$ cat config.mk
export PLATFORM = sky130hd
export DESIGN_NAME = relu_maxpool_writer
export DESIGN_NICKNAME = d
export VERILOG_FILES = /design/src/rtl/cnn_pkg.sv /design/src/rtl/pool_line_buf.sv /design/src/rtl/relu_maxpool_writer.sv
export SDC_FILE = /design/constraint.sdc
export NUM_CORES = 1
export LEC_CHECK = 0
export ABC_AREA = 1
export BUFFER_PORTS_ARGS = -buffer_cell sky130_fd_sc_hd__buf_4
export CAP_MARGIN = 20
export CORE_MARGIN = 5
export CORE_UTILIZATION = 30
export DETAILED_ROUTE_END_ITERATION = 7
export GPL_TIMING_DRIVEN = 0
export PLACE_DENSITY = 0.49
export SLEW_MARGIN = 30
export SYNTH_ARGS = -nofsm -noshare
export SYNTH_HDL_FRONTEND = slang
export SYNTH_SLANG_ARGS = --single-unit
$ cat constraint.sdc
create_clock -name clk -period 5.49 [get_ports clk]
set_input_delay 0 -clock clk [delete_from_list [all_inputs] [get_ports clk]]
set_output_delay 0 -clock clk [all_outputs]
set_load 0.02 [all_outputs]
$ cat src/rtl/cnn_pkg.sv
// Shared types and helpers for the convolution datapath.
// Word/address widths, pooling FSM states and the signed-max primitive.
package cnn_pkg;

  localparam int DATA_W = 16;
  localparam int ADDR_W = 12;

  typedef logic signed [DATA_W-1:0] data_t;
  typedef logic        [ADDR_W-1:0] addr_t;

  typedef enum logic [1:0] {
    IDLE  = 2'd0,
    RUN   = 2'd1,
    DRAIN = 2'd2,
    FIN   = 2'd3
  } pool_state_t;

  // Both operands are signed, so this is a full two's-complement compare.
  function automatic data_t smax(input data_t a, input data_t b);
    return (a > b) ? a : b;
  endfunction

endpackage

$ cat src/rtl/pool_line_buf.sv
// Holds one row of horizontal pair maxima between even and odd conv rows.
// Synchronous write, combinational read; no reset since contents are rewritten before use.
module pool_line_buf
  import cnn_pkg::*;
#(
  parameter int DEPTH = 7,
  parameter int IW    = (DEPTH > 1) ? $clog2(DEPTH) : 1
) (
  input  logic          clk,
  input  logic          wr_en,
  input  logic [IW-1:0] wr_idx,
  input  data_t         wr_data,
  input  logic [IW-1:0] rd_idx,
  output data_t         rd_data
);

  data_t mem [DEPTH];

  always_ff @(posedge clk) begin
    if (wr_en) begin
      mem[wr_idx] <= wr_data;
    end
  end

  assign rd_data = mem[rd_idx];

endmodule

$ cat src/rtl/relu_maxpool_writer.sv
// ReLU + 2x2/stride-2 max-pool over a raster conv stream, writing pooled words to SRAM.
// Write appears one cycle after the completing beat; only SRAM writes are never stalled.
module relu_maxpool_writer
  import cnn_pkg::*;
#(
  parameter int OUT_DIM = 14
) (
  input  logic  clk,
  input  logic  reset,
  input  logic  start,
  input  addr_t base_addr,
  input  logic  in_valid,
  input  data_t in_data,
  output logic  in_ready,
  output logic  wr_en,
  output addr_t wr_addr,
  output data_t wr_data,
  output logic  busy,
  output logic  done
);

  localparam int HALF = OUT_DIM / 2;
  localparam int CW   = (OUT_DIM > 1) ? $clog2(OUT_DIM) : 1;
  localparam int IW   = (HALF > 1) ? $clog2(HALF) : 1;
  localparam logic [CW-1:0] LAST = CW'(OUT_DIM - 1);

  if (OUT_DIM < 2 || (OUT_DIM % 2) != 0) begin : g_bad_dim
    $error("relu_maxpool_writer: OUT_DIM must be even and >= 2");
  end

  pool_state_t   state;
  logic [CW-1:0] row;
  logic [CW-1:0] col;
  addr_t         base_reg;
  data_t         hold_reg;

  logic          beat;
  logic [IW-1:0] lb_idx;
  logic          lb_we;
  data_t         lb_rd;
  data_t         hmax;
  data_t         pmax;
  data_t         relu_val;
  addr_t         tile_ofs;

  assign in_ready = (state == RUN);
  assign busy     = (state == RUN) || (state == DRAIN);
  assign done     = (state == FIN);
  assign beat     = in_valid && in_ready;

  assign lb_idx   = IW'(col >> 1);
  assign hmax     = smax(hold_reg, in_data);
  assign pmax     = smax(lb_rd, hmax);
  assign relu_val = pmax[DATA_W-1] ? '0 : pmax;
  assign tile_ofs = addr_t'(row >> 1) * addr_t'(HALF) + addr_t'(col >> 1);

  // Even rows park their horizontal maxima; the odd row below completes the window.
  assign lb_we = beat && col[0] && !row[0];

  pool_line_buf #(
    .DEPTH (HALF),
    .IW    (IW)
  ) u_line_buf (
    .clk     (clk),
    .wr_en   (lb_we),
    .wr_idx  (lb_idx),
    .wr_data (hmax),
    .rd_idx  (lb_idx),
    .rd_data (lb_rd)
  );

  always_ff @(posedge clk) begin
    if (reset) begin
      state    <= IDLE;
      row      <= '0;
      col      <= '0;
      base_reg <= '0;
      hold_reg <= '0;
      wr_en    <= 1'b0;
      wr_addr  <= '0;
      wr_data  <= '0;
    end else begin
      wr_en <= 1'b0;
      unique case (state)
        IDLE: begin
          if (start) begin
            base_reg <= base_addr;
            row      <= '0;
            col      <= '0;
            state    <= RUN;
          end
        end
        RUN: begin
          if (beat) begin
            if (!col[0]) begin
              hold_reg <= in_data;
            end else if (row[0]) begin
              wr_en   <= 1'b1;
              wr_data <= relu_val;
              wr_addr <= base_reg + tile_ofs;
            end
            if (col == LAST) begin
              col <= '0;
              if (row == LAST) begin
                state <= DRAIN;
              end else begin
                row <= row + 1'b1;
              end
            end else begin
              col <= col + 1'b1;
            end
          end
        end
        DRAIN: state <= FIN;
        FIN:   state <= IDLE;
        default: state <= IDLE;
      endcase
    end
  end

endmodule

# Word-level counts from Yosys, hierarchy flattened
# Memories as Yosys holds them, arrays and structs flattened. A register that Yosys moved wholly into a read port is not among the register bits.
# Index checks and enable logic that the tools add are counted.
dict set report totals {
  reg_bits 67
  ramBits 112
  out_inout_bits 32
  mem_count 1
}
dict set report classes {
  addsub 4
  mul 1
  order_cmp 2
  eq_ne 10
  muxes 21
  n_bitwise 3
  reduce_logical 14
}
# memory words width read_ports rd_clocked_by_memory_dff write_ports line
set memory_table {}
lappend memory_table {u_line_buf.mem 7 16 1 1 1 pool_line_buf.sv:17} ;# data_t mem [DEPTH];
# op n
set ops {}
lappend ops {{16-bit > comparator} 2}
lappend ops {{16-bit 2-to-1 mux} 2}
lappend ops {{4-bit 2-to-1 mux} 6}
lappend ops {{4-bit one-hot mux with 2 select lines} 2}
lappend ops {{15-bit 2-to-1 mux} 1}
lappend ops {{12-bit by 7-bit adder with 12-bit output} 1}
lappend ops {{4-bit by 1-bit adder with 4-bit output (second input constant)} 2}
lappend ops {{4-bit equality test (second input constant)} 2}
lappend ops {{2-bit 2-to-1 mux} 4}
lappend ops {{2-bit one-hot mux with 4 select lines} 1}
lappend ops {{4-bit AND reduction} 2}
lappend ops {{6-bit by 3-bit adder with 7-bit output} 1}
lappend ops {{3-bit by 3-bit multiplier with 6-bit output (second input constant)} 1}
lappend ops {{3-bit 2-to-1 mux} 2}
lappend ops {{2-bit by 1-bit != test with 1-bit output (second input constant)} 3}
lappend ops {{3-bit AND reduction} 2}
lappend ops {{5-bit AND reduction} 1}
lappend ops {{2-bit equality test (second input constant)} 2}
lappend ops {{2-bit != test (second input constant)} 2}
lappend ops {{4-bit OR reduction} 1}
lappend ops {{1-bit logical AND} 3}
lappend ops {{1-bit 2-to-1 mux} 3}
lappend ops {{1-bit NOT} 3}
lappend ops {{2-bit by 1-bit equality test with 1-bit output (second input constant)} 1}
lappend ops {{5 further kinds} 5}

# Logic depth before layout (Yosys ltp)
dict set report depth {
  ltp_word 6
  ltp_mapped 33
}

# Hierarchy
# From an unflattened synthesis, not the netlist that was laid out.
dict set report hier_totals {
  hier_cells 1065
  area_unflattened_um2 9291.4
}
# mod instances cells_each area_each_um2
set by_module_without_submodules {}
lappend by_module_without_submodules {pool_line_buf 1 443 4759.6}
lappend by_module_without_submodules {relu_maxpool_writer 1 622 4531.8}

# Least setup slack after synthesis
# Ideal clock, no wire load.
dict set report synth_timing {
  path_kind {reg-to-reg}
  from {register hold_reg[15]}
  to {register wr_data[6]}
  setup_time_ns 0.140
  arrival_ns 3.692
  setup_slack_ns 1.658
  stages_incl_launch_ff 25
  n_path_buf 3
  period_less_slack_ns 3.832
  path_cell_list {dfxtp_1 ha_1 a21oi_1 o21ai_1 a21oi_2 nand2_1 nand2_2 nand3_4 clkbuf_1 clkbuf_1 o21ai_0 inv_1 ha_1 a21oi_1 nor2_1 a211oi_1 o221a_2 nand2_2 nand2_4 nand3_4 nand2_4 nand2_4 buf_12 nand3_2 a21oi_2}
}
dict set report synth_between {
  elab_chain_len 5
}
# item line
set synth_rtl {}
lappend synth_rtl {{start, declared} relu_maxpool_writer.sv:35} ;# data_t hold_reg;
lappend synth_rtl {{start signal, assigned} relu_maxpool_writer.sv:96} ;# hold_reg <= in_data;
lappend synth_rtl {{16-bit > comparator} cnn_pkg.sv:20} ;# return (a > b) ? a : b;
lappend synth_rtl {{16-bit 2-to-1 mux} cnn_pkg.sv:20}
lappend synth_rtl {{via hmax[9]} relu_maxpool_writer.sv:41} ;# data_t hmax;
lappend synth_rtl {{16-bit > comparator} cnn_pkg.sv:20}
lappend synth_rtl {{16-bit 2-to-1 mux} cnn_pkg.sv:20}
lappend synth_rtl {{15-bit 2-to-1 mux} relu_maxpool_writer.sv:54} ;# assign relu_val = pmax[DATA_W-1] ? '0 : pmax;
lappend synth_rtl {{end signal, assigned} relu_maxpool_writer.sv:99} ;# wr_data <= relu_val;
lappend synth_rtl {{end, declared} relu_maxpool_writer.sv:17} ;# output data_t wr_data,
# The timed path passes the listed nets, and every way through them passes these cells.
# A chain may end at the register's enable or synchronous reset.

# Worst setup path in the final report
dict set report layout_timing {
  from {register hold_reg[15]}
  to {register wr_data[5]}
}
# The elaborated chain is that of the path after synthesis.

==> impl_metrics.csv <==
group,metric,value,unit
outcome,status,"finished, final reports clean",
yosys,synth_area_leaders,"edfxtp_1, dfxtp_1, nand2_1, ha_1, o21ai_0",
yosys,yosysSeqAreaShare,0.531,
clock_tree,clock_latency,0.44,ns
die,die_h,183,um
timing,hold_viol,0,
die,io_pins,64,
timing,rsz0062_at_grt,"no",
timing,fin_ws,0.596,ns
grt,gr-usage-all-layers,0.151,
route,post_drt_via_cell_ratio,4.64,
grt,grt_pass1_wl,38700,um
critical_path,critical_path_class,"reg -> reg",
placement,placed_cells,1418,
critical_path,r2r_cells,22,
grt,antenna_found_initial,0,
timing,slew_headroom,0.407,
timing,final.min_clock_period,4.89,ns
placement,gp_congestion,0.789,
die,core-area,0.0296,sq mm
critical_path,cp.required,5.85,ns
run,maxCapViolCount,0,
timing,drv_slew,0,
placement,dp_worst_setup_slack,0.620,ns
timing,fin_crit_sh,0.892,
critical_path,r2r_setup_slack,0.60,ns
yosys,yosysTopAreaCellShare,0.376,
timing,finalSetupViolCount,0,
die,initial_core_util,0.302,
route,final_antenna_net_count,0,
critical_path,worst_path_most_repeated_cell,"nand2_1",
timing,finClkSkew,0.0143,ns
route,vias,6869,
critical_path,start_kind,"register",
clock_tree,htree_levels,4,
die,die-area,0.0333,sq mm
critical_path,cp-end-kind,"register",
grt,grt_pass1_vias,6846,
die,die_x,183,um
grt,grt_overflow,0,
layout,fill_cells,3018,
yosys,ys_seq_elements,181,
timing,max_freq,0.204,GHz
hold_path,hp-start,"start",
layout,area_delta_synth_final,22.2,%
clock_tree,cts-resized-gates,0,
power,vdd_drop_max,0.000189,V
critical_path,cp_cell_sequence,"ha_1 -> nand2_2 -> nor3_2 -> nand2_1 -> nand2_1 -> nand2_2 -> nand3_4 -> clkbuf_1 -> clkbuf_1 -> nand2_1 -> o21ai_1 -> inv_1 -> ha_1 -> nand2_1 -> nor3_1 -> nand4_2 -> nand3_4 -> buf_6 -> nand2_1 -> nand2_1 -> nand3_2 -> a21oi_2",
hold_path,whs_path_depth,5,
yosys,ys_warn_count,0,
yosys,synth_edf_count,112,
yosys,ys_top_cells_by_count,"nand2_1, edfxtp_1, inv_1, o21ai_0",
route,routed_wl,24600,um
critical_path,crit_fanout,10,
layout,antenna_cells,0,
clock_tree,cts_tree,"done",
layout,nets,1169,
critical_path,slowest_delay,0.49,ns
clock_tree,clkSlewWorstSetupHoldPaths,0.08,ns
critical_path,cp_slowest_cell,"o21ai_1",
hold_path,min_path_type,"in -> reg",
yosys,syn_nets,1047,
yosys,synth_cells,954,
yosys,synth_cell_types,44,
placement,port_buffers,61,
placement,dpl.hpwl,18000,um
yosys,synth_ff_type,"edfxtp_1",
yosys,synth_largest_area_cell,"edfxtp_1",
grt,grt_start_max_net_pins,20,
layout,largest_reg_flops,112,
power,p_per_area,388,mW/mm^2
yosys,synthesis.area_per_instance,9.37,sq um
clock_tree,root_buffer,"clkbuf_16",
critical_path,worstSetupEndpoint,"wr_data[5]",
yosys,synthMostInstantiatedCell,"nand2_1",
clock_tree,cts.path.max_buffers,2,
route,drt_first_pass_iters,5,
critical_path,r2r-start,"hold_reg[15]",
layout,final_area,0.0109,sq mm
yosys,synthesis.area,0.00894,sq mm
critical_path,worstReg2RegEnd,"wr_data[5]",
placement,place_area,0.0100,sq mm
yosys,synthArstFlopShare,0,
critical_path,arrival,5.26,ns
route,wl_per_cell,16.6,um
route,route.detailed.drc,0,
timing,worst_slew_pin_slew,0.884,ns
clock_tree,cts_sinks,181,
die,rows,63,
critical_path,critPathLaunch,"hold_reg[15]",
layout,drive_above_1_share,0.152,
timing,tns,0,ns
layout,fin_cells,1479,
route,drtIter0Drc,403,
power,leakage,4.58,nW
clock_tree,cts_buffers,17,
[metrics by stage]
step	utilization	hold WS [ns]	total power, mW
6_report	0.369	0.0300	4.24
2_1_floorplan	-	0.128	2.64
3_3_place_gp	0.334	0.253	3.03
5_1_grt	0.369	0.0999	4.52
4_1_cts	0.369	0.0213	4.27
3_5_place_dp	0.340	0.257	3.05
[how the worst min path moves through the flow]
stage / end
3_3_place_gp: base_reg[0]
2_1_floorplan: hold_reg[0]
4_1_cts: col[0]
5_1_grt: col[0]
6_report: col[0]
3_5_place_dp: base_reg[0]
[critical path, delay by kind of cell, from the launching register on]
family	cells	cell delay (ns)
and+or+nand+nor	14	2.08
buffers and inverters	4	1.12
adders and majority gates	2	0.69
AOI/OAI and AO/OA	2	0.60
DFF	1	0.34
[report_power, final]
| part | switching (mW) | internal [mW] |
|---|---|---|
| Sequential | 0.0524 | 1.63 |
| Clock | 0.603 | 0.608 |
| Combinational | 0.916 | 0.428 |
[cell families after synthesis]
kind of cell             share of synthesized area
buffers and inverters                       0.0637
AND/OR/NAND/NOR                              0.193
AO/OA/AOI/OAI                                0.113
flip-flops                                   0.531
XOR/XNOR                                   0.00784
adder cells (fa/ha/maj)                     0.0904
other                                     0.000420
[layout make-up]
type | instances | area, sq um | area share
Buffer | 44 | 205 | 0.0188
Tap cell | 390 | 488 | 0.0447
Inverter | 97 | 364 | 0.0333
Clock buffer | 17 | 425 | 0.0390
Multi-Input combinational cell | 632 | 3670 | 0.336
Timing Repair Buffer | 103 | 870 | 0.0796
Clock inverter | 15 | 155 | 0.0142
Sequential cell | 181 | 4740 | 0.435
[cells in the final DEF, fill, tap and decap left out, types with 2 or more instances in the layout]
| cell | netlist | final |
|---|---|---|
| buf_4 | 3 | 74 |
| nor2_4 | 0 | 3 |
| o211ai_1 | 2 | 2 |
| inv_2 | 2 | 2 |
| clkbuf_16 | 0 | 17 |
| nand2_1 | 187 | 187 |
| o21ai_0 | 79 | 76 |
| or2_2 | 2 | 2 |
| nand3_2 | 12 | 12 |
| o22ai_1 | 3 | 3 |
| nand3_4 | 3 | 3 |
| buf_6 | 1 | 2 |
| buf_12 | 1 | 2 |
| nand2_4 | 3 | 3 |
| buf_1 | 3 | 3 |
| nand4_1 | 22 | 22 |
| inv_6 | 0 | 5 |
| nand2_2 | 7 | 7 |
| clkbuf_1 | 32 | 32 |
| clkinvlp_4 | 0 | 2 |
| nor2_1 | 75 | 72 |
| o21ai_1 | 2 | 5 |
| a21oi_2 | 11 | 11 |
| a211oi_1 | 3 | 3 |
| clkinv_8 | 0 | 3 |
| inv_8 | 0 | 3 |
| dlygate4sd3_1 | 0 | 29 |
| nor3_2 | 1 | 5 |
| nor3_1 | 12 | 8 |
| nand3_1 | 51 | 51 |
| a21oi_1 | 75 | 75 |
| a31oi_1 | 3 | 3 |
| inv_1 | 94 | 94 |
| xor2_1 | 7 | 7 |
| fa_1 | 6 | 6 |
| ha_1 | 55 | 55 |
| dfxtp_1 | 69 | 69 |
| buf_2 | 4 | 4 |
| edfxtp_1 | 112 | 112 |
[metal layers]
layer  global-route usage  vias up  routed length, um
li1                     -     3492                  -
met1                0.206     3241              11900
met2                0.250      115              11600
met3               0.0227       21                676
met4               0.0405        0                373
met5                    0        -                  0
[timing repair]
| action | CTS | global route |
|---|---|---|
| hold buffers | 29 | 0 |
| buffers inserted | 0 | 0 |
| endpoints found under the hold margin | 29 | 0 |
No activity file was read; power rests on OpenSTA's default activity.
